**src/rtl/axi_slave_wr_ctrl.sv**
```systemverilog
// AXI4 write-channel slave: AW queue, W beat consumer driving a local memory port, one B per burst.
// Optional 4KB-boundary check enabled by defining AXI_SLV_WR_4K_CHECK_EN.
module axi_slave_wr_ctrl #(
  parameter int ID_WIDTH   = 4,
  parameter int ADDR_WIDTH = 32,
  parameter int DATA_WIDTH = 32,
  parameter int AW_DEPTH   = 4
) (
  input  logic                    clk,
  input  logic                    rst_n,
  input  logic [ID_WIDTH-1:0]     awid,
  input  logic [ADDR_WIDTH-1:0]   awaddr,
  input  logic [7:0]              awlen,
  input  logic [1:0]              awburst,
  input  logic                    awvalid,
  output logic                    awready,
  input  logic [DATA_WIDTH-1:0]   wdata,
  input  logic [DATA_WIDTH/8-1:0] wstrb,
  input  logic                    wlast,
  input  logic                    wvalid,
  output logic                    wready,
  output logic [ID_WIDTH-1:0]     bid,
  output logic [1:0]              bresp,
  output logic                    bvalid,
  input  logic                    bready,
  output logic                    mem_we,
  output logic [ADDR_WIDTH-1:0]   mem_addr,
  output logic [DATA_WIDTH-1:0]   mem_wdata,
  output logic [DATA_WIDTH/8-1:0] mem_wstrb,
  output logic [1:0]              dbg_state
);

  // Handshakes: a transfer happens on a rising edge where valid && ready; valid
  // holds its payload stable until ready, and ready never waits on valid.
  localparam int PW    = $clog2(AW_DEPTH);
  localparam int BYTES = DATA_WIDTH / 8;

  typedef enum logic [1:0] {S_IDLE = 2'd0, S_DATA = 2'd1, S_RESP = 2'd2} state_t;

  state_t state;

  logic [ID_WIDTH-1:0]   q_id    [AW_DEPTH];
  logic [ADDR_WIDTH-1:0] q_addr  [AW_DEPTH];
  logic [7:0]            q_len   [AW_DEPTH];
  logic [1:0]            q_burst [AW_DEPTH];

  logic [PW:0] wr_ptr, rd_ptr, wr_ptr_n, rd_ptr_n;
  logic        empty, full_n, push, pop;

  logic [ID_WIDTH-1:0]   head_id, cur_id;
  logic [ADDR_WIDTH-1:0] head_addr, cur_addr;
  logic [7:0]            head_len, cur_len, cnt;
  logic [1:0]            head_burst, cur_burst;
  logic                  err, beat, last_beat, err_beat, chk4k;

  assign empty      = (wr_ptr == rd_ptr);
  assign push       = awvalid && awready;
  assign pop        = (state == S_IDLE) && !empty;
  assign wr_ptr_n   = wr_ptr + (PW+1)'(push);
  assign rd_ptr_n   = rd_ptr + (PW+1)'(pop);
  assign full_n     = (wr_ptr_n[PW-1:0] == rd_ptr_n[PW-1:0]) && (wr_ptr_n[PW] != rd_ptr_n[PW]);

  assign head_id    = q_id[rd_ptr[PW-1:0]];
  assign head_addr  = q_addr[rd_ptr[PW-1:0]];
  assign head_len   = q_len[rd_ptr[PW-1:0]];
  assign head_burst = q_burst[rd_ptr[PW-1:0]];

`ifdef AXI_SLV_WR_4K_CHECK_EN
  // Burst end offset measured from the start of the 4KB page it begins in.
  assign chk4k = (head_burst == 2'b01) &&
                 (({20'd0, head_addr[11:0]} + ({24'd0, head_len} + 32'd1) * 32'(BYTES)) > 32'd4096);
`else
  assign chk4k = 1'b0;
`endif

  assign beat      = wvalid && wready;
  assign last_beat = (cnt == cur_len);
  assign err_beat  = err || (wlast != last_beat);

  assign mem_we    = beat && !err;
  assign mem_addr  = cur_addr;
  assign mem_wdata = wdata;
  assign mem_wstrb = wstrb;
  assign dbg_state = state;

  always_ff @(posedge clk) begin
    if (push) begin
      q_id[wr_ptr[PW-1:0]]    <= awid;
      q_addr[wr_ptr[PW-1:0]]  <= awaddr;
      q_len[wr_ptr[PW-1:0]]   <= awlen;
      q_burst[wr_ptr[PW-1:0]] <= awburst;
    end
  end

  always_ff @(posedge clk or negedge rst_n) begin
    if (!rst_n) begin
      state     <= S_IDLE;
      wr_ptr    <= '0;
      rd_ptr    <= '0;
      awready   <= 1'b0;
      wready    <= 1'b0;
      bvalid    <= 1'b0;
      bid       <= '0;
      bresp     <= 2'b00;
      cur_id    <= '0;
      cur_addr  <= '0;
      cur_len   <= '0;
      cur_burst <= 2'b00;
      cnt       <= '0;
      err       <= 1'b0;
    end else begin
      wr_ptr  <= wr_ptr_n;
      rd_ptr  <= rd_ptr_n;
      awready <= !full_n;
      case (state)
        S_IDLE: begin
          if (!empty) begin
            state     <= S_DATA;
            wready    <= 1'b1;
            cur_id    <= head_id;
            cur_addr  <= head_addr;
            cur_len   <= head_len;
            cur_burst <= head_burst;
            cnt       <= '0;
            err       <= head_burst[1] || chk4k;
          end
        end
        S_DATA: begin
          if (beat) begin
            cnt <= cnt + 8'd1;
            err <= err_beat;
            if (cur_burst == 2'b01) cur_addr <= cur_addr + ADDR_WIDTH'(BYTES);
            // The burst length comes from AWLEN; WLAST only flags errors.
            if (last_beat) begin
              state  <= S_RESP;
              wready <= 1'b0;
              bvalid <= 1'b1;
              bid    <= cur_id;
              bresp  <= err_beat ? 2'b10 : 2'b00;
            end
          end
        end
        S_RESP: begin
          if (bready) begin
            state  <= S_IDLE;
            bvalid <= 1'b0;
            bid    <= '0;
            bresp  <= 2'b00;
            err    <= 1'b0;
          end
        end
        default: state <= S_IDLE;
      endcase
    end
  end

endmodule

```
**config.mk**
```make
export PLATFORM = sky130hd
export DESIGN_NAME = axi_slave_wr_ctrl
export DESIGN_NICKNAME = d
export VERILOG_FILES = /design/src/rtl/axi_slave_wr_ctrl.sv
export SDC_FILE = /design/constraint.sdc
export NUM_CORES = 1
export LEC_CHECK = 0
export CAP_MARGIN = 5
export CORE_ASPECT_RATIO = 0.6
export CORE_UTILIZATION = 49
export CTS_CLUSTER_SIZE = 10
export DETAILED_ROUTE_END_ITERATION = 8
export PLACE_DENSITY = 0.79
export SYNTH_ARGS = -nofsm -noshare
export SYNTH_HDL_FRONTEND = slang
export SYNTH_SLANG_ARGS = --single-unit
```
**constraint.sdc**
```tcl
create_clock -name clk -period 4.6 [get_ports clk]
set_clock_uncertainty 0.05 [all_clocks]
set_input_delay 0.92 -clock clk [delete_from_list [all_inputs] [get_ports clk]]
set_output_delay 0.92 -clock clk [all_outputs]
set_load 0.01 [all_outputs]
```
## After elaboration in Yosys (flattened, before gate mapping)

Memory sizes are Yosys's and may differ from the RTL's. A register that Yosys moved wholly into a read port is not among the register bits.
Cells that the tools add are included.

- Logic and storage cells: 89
- Memories: 4
- Input port bits: 88
- Output and inout port bits: 80
- Flip-flop bits (word level): 60
- Memory bits (writable): 184

Memories:

| name | depth | bits a word | read ports | clocked after memory_dff | wr ports | RTL line | text |
|---|---|---|---|---|---|---|---|
| q_addr | 4 | 32 | 1 | 0 | 1 | 43 | `logic [ADDR_WIDTH-1:0] q_addr [AW_DEPTH];` |
| q_len | 4 | 8 | 1 | 1 | 1 | 44 | `logic [7:0] q_len [AW_DEPTH];` |
| q_id | 4 | 4 | 1 | 1 | 1 | 42 | `logic [ID_WIDTH-1:0] q_id [AW_DEPTH];` |
| q_burst | 4 | 2 | 1 | 0 | 1 | 45 | `logic [1:0] q_burst [AW_DEPTH];` |

- Mux-type cells: 33
- Reductions and logical operators: 22
- Equality and inequality tests: 13
- Bitwise logic cells: 1
- $add $sub $neg: 4

Operators by type and width:

| cell | number |
|---|---|
| 2-to-1 mux 32 bit | 3 |
| case mux 32 bit (2 select lines) | 1 |
| adder 32 x 3 -> 32 bit, second input constant | 1 |
| AND reduction 4 bit | 5 |
| 2-to-1 mux 8 bit | 2 |
| case mux 8 bit (2 select lines) | 1 |
| 2-to-1 mux 2 bit | 7 |
| 2-to-1 mux 4 bit | 3 |
| 2-to-1 mux 1 bit | 10 |
| inequality test 2 bit, second input constant | 5 |
| adder 8 x 1 -> 8 bit, second input constant | 1 |
| == test 8 bit | 1 |
| case mux 4 bit (2 select lines) | 1 |
| adder 3 x 1 -> 3 bit | 2 |
| case mux 2 bit (3 select lines) | 1 |
| logical AND 1 bit | 5 |
| zero test 1 bit | 5 |
| == test 2 x 1 -> 1 bit, second input constant | 2 |
| case mux 1 bit (2 select lines) | 2 |
| case mux 2 bit (2 select lines) | 1 |
| nonzero test 2 bit | 2 |
| == test 3 bit | 1 |
| case mux 1 bit (3 select lines) | 1 |
| AND reduction 3 bit | 1 |
| other kinds (8) | 9 |

## Logic depth before layout (Yosys ltp)

- Word-level depth: 7
- Gate-level depth with buffers: 11
- Depth with buffers taken out: 9

## Least setup slack after synthesis

Ideal clock, no wire load.

- Kind: input to register
- Start: input awvalid
- End: memory q_addr[2][0] (enable)
- Stages: 2
- Path slack: -0.391 ns
- Data required time: 4.034 ns
- Arrival time: 4.425 ns
- Setup time: 0.516 ns
- Cells stage by stage: nand2_1 -> nor3b_1

- Longest elaborated chain between the ends: 3

Ends and longest elaborated chain:

| element | RTL line | text |
|---|---|---|
| start: declaration | 15 | `input logic awvalid,` |
| logical AND 1 bit | 57 | `assign push = awvalid && awready;` |
| 2-to-1 mux 1 bit | 87 | `if (push) begin` |
| 2-to-1 mux 1 bit (not written as such) | 89 | `q_addr[wr_ptr[PW-1:0]] <= awaddr;` |
| end: declaration | 43 |  |

No other way between the ends.

## Final worst setup path

- Start: input wvalid
- End: output mem_we

- Longest elaborated chain between the ends: 2

Ends and longest elaborated chain:

| element | RTL line | text |
|---|---|---|
| start: declaration | 20 | `input logic wvalid,` |
| logical AND 1 bit | 76 | `assign beat = wvalid && wready;` |
| logical AND 1 bit | 80 | `assign mem_we = beat && !err;` |
| end: declaration | 26 | `output logic mem_we,` |

No other way between the ends.

==> results.yml <==
clock_network:
  numCtsBuffers: 29
  cts_hold_buffers: 0
  cts_tree: "built"
  clkTransAtPathRegs_ps: 60
  worstSkewPairLatency_ps: 560
  clk_path_buf_depth: 3
  cts_max_level: 1
  cts_resized: 0
  post-cts-setup-buffer-count: 0
  clockRootBuffer: "clkbuf_16"
  clkSinkCount: 255
global_route:
  first_global_vias: 6616
  antenna_found_initial: 0
  grtUsageTotal_pct: 22.04
  overflow: 0
  grt_start_max_net_pins: 61
  grt_pass1_wl_mm: 38.88
synthesis:
  synth_top_family_by_area: "multiplexers"
  ys_seq_area_share_pct: 65.81
  synthesis.nets: 833
  synth-edff-count: 184
  yosysTopAreaCell: "edfxtp_1"
  synthMuxAreaShare_pct: 10.99
  netlist_instances: 734
  synth_compound_area_share_pct: 6.574
  ys_seq_elements: 255
  synth.area.top_cells: "edfxtp_1 50%, dfrtp_1 16%, mux4_2 9.3%"
  synth-simple-area-share_pct: 9.032
  syn_area_sq_um: 11100
  async_flop_share_pct: 27.84
  synth_fa_ha_area_share_pct: 1.240
  synth_xor_area_share_pct: 1.737
  syn_avg_cell_area_sq_um: 15.12
  ys.flop_type: "edfxtp_1"
  ys_types: 63
  yosysWarnings: 0
  netlist.area_leader.share_pct: 49.80
routing:
  vias_per_cell: 5.880
  via_count: 6703
  antenna_left: 0
  drc: 0
  drtIter0Drc: 729
  dr.pass1.iters: 6
  wl_per_cell_um: 21.97
  drt-total-wl_mm: 25.04
placement:
  dpl_cell_area_sq_um: 12120
  io_buffers: 94
  globalplace.congestion: 0.9118
  place_inst: 1086
  dpl.hpwl_mm: 16.76
  place_ws_ps: 1261
setup_path:
  required_ps: 3630
  critPathLaunch: "wvalid"
  cp_max_fo: 6
  start_kind: "input port"
  worst_setup_path_end_kind: "primary output"
  rr_endpoint: "awready"
  r2r_setup_slack_ps: 1540
  crit_arrival_ps: 2400
  worst_r2r_path_depth: 10
  worstReg2RegStart: "wr_ptr[1]"
  crit_type: "input port to primary output"
timing:
  rsz0062_at_grt: "false"
  setup_slack_ps: 1233
  clock.fmax_ghz: 0.2970
  tns_ps: 0
  hold_violations: 0
  fin_crit_ps: 3367
  fin_crit_sh_pct: 73.21
  slew_violations: 0
  setup_violations: 0
  hold_ws_ps: 396.8
  slew_headroom_pct: 47.88
  tightest_slew_ps: 781.8
floorplanning:
  rows: 42
  floorplan.initialDensity_pct: 50.15
  die_x_um: 196.3
  core-area_sq_um: 22120
  ios: 168
  fp.dieArea_sq_um: 23270
  die-height_um: 118.6
cells_and_area:
  area_growth_pct: 16.97
  stdcell_count: 1140
  fin_nets: 908
  diodes: 0
  final_cell_area_sq_um: 12980
  drive_above_1_share_pct: 14.90
status:
  run_status: "finished, final reports clean"
power:
  power_leakage_uw: 0.004574
  netSwitchingFraction_pct: 35.02
  ir_worst_vdd_uv: 369.7
  p_int_uw: 5777
  combPwrFrac_pct: 37.2
  power_density_nw_per_um2: 684.9
  p_switching_uw: 3113
  sequentialPowerShare_pct: 39.2
  p_clk_share_pct: 23.6
hold_path:
  hold_class: "input port to async pin"
job:
  maxCapViolations: 0
[worst max-delay path: stages]
cell             delay [ps]
clkdlybuf4s50_1         570
nand2_1                 210
nor2_1                  140
clkdlybuf4s50_1         550
[worst max-delay path by stage]
stage / to / slack (ps) / depth (start not counted)
after floorplan: q_addr[2][0] / -390 / 2
after global placement: mem_we / 1300 / 4
after detailed placement: mem_we / 1260 / 4
after CTS: mem_we / 1250 / 4
after global routing: mem_we / 1150 / 4
final: mem_we / 1230 / 4
[flip-flops by register name, summed over array words and instances (netlist names), 2 cells and up]
signal     flops
q_len         32
bid            4
cur_id         4
mem_addr      32
cur_len        8
q_burst        8
q_addr       128
q_id          16
dbg_state      2
rd_ptr         3
cnt            8
wr_ptr         3
cur_burst      2
[kinds of logic (layout without fill, tap and decap cells)]
group / count (synthesis) / count (layout)
DFF: 255 / 255
muxes: 63 / 63
and+or+nand+nor: 186 / 186
xor gates and xnor gates: 22 / 22
AOI/OAI and AO/OA: 112 / 112
buffers and inverters: 84 / 182
other: 1 / 1
adders and majority gates: 11 / 11
[synth_stat cells (11+ instances only)]
cell type / n
buf_4: 41
o22ai_1: 14
buf_2: 13
nand2_1: 46
nand3_1: 22
ha_1: 11
inv_1: 17
nand4_1: 18
a21oi_1: 19
mux4_2: 46
nor3_1: 14
edfxtp_1: 184
o21ai_0: 30
nor2_1: 31
dfrtp_1: 71
mux2_2: 11
xor2_1: 18
[placed cells by master (no fill, tap or decap), types with 7 or more instances in the layout]
cell type and instances:
edfxtp_1 184, clkdlybuf4s50_1 93, dfrtp_1 69, nand2_1 46, mux4_2 46, nor2_1 31
o21ai_0 30, clkbuf_16 30, clkbuf_1 23, nand3_1 22, a21oi_1 19, xor2_1 18
nand4_1 18, inv_1 17, buf_4 17, o22ai_1 14, nor3_1 13, mux2_2 11
ha_1 10, and3_1 9, a311oi_1 9, or3_1 7
[through the flow]
stage          utilization [%]  total power [uW]
2_1_floorplan                -              5696
3_3_place_gp             54.79              6705
3_5_place_dp             54.79              6825
4_1_cts                  58.66              8930
5_1_grt                  58.66              9363
6_report                 58.66              8890
[routing by layer]
| metal | share of wire, % | global-route usage [%] | vias up | routed length, um |
|---|---|---|---|---|
| met3 | 8.0 | 4.766 | 38 | 2013 |
| li1 | - | - | 2971 | - |
| met2 | 44 | 32.45 | 297 | 11040 |
| met1 | 46 | 33.83 | 3397 | 11570 |
| met5 | 0 | 0 | - | 0 |
| met4 | 1.7 | 4.395 | 0 | 416 |
[power groups by stage]
stage          Combinational [uW]  Clock (uW)  Sequential, uW
6_report                     3310        2100            3490
5_1_grt                      3600        2210            3550
4_1_cts                      3320        2130            3490
3_5_place_dp                 3300           0            3530
3_3_place_gp                 3210           0            3500
2_1_floorplan                2200           0            3490
[layout make-up]
class | count | area (sq um)
Clock buffer | 53 | 837.1
Multi-Input combinational cell | 395 | 3304
Fill cell | 1708 | 9145
Clock inverter | 1 | 20.02
Tap cell | 308 | 385.4
Timing Repair Buffer | 111 | 1064
Sequential cell | 255 | 7305
Inverter | 17 | 63.81
No activity file was read; power rests on OpenSTA's default activity.
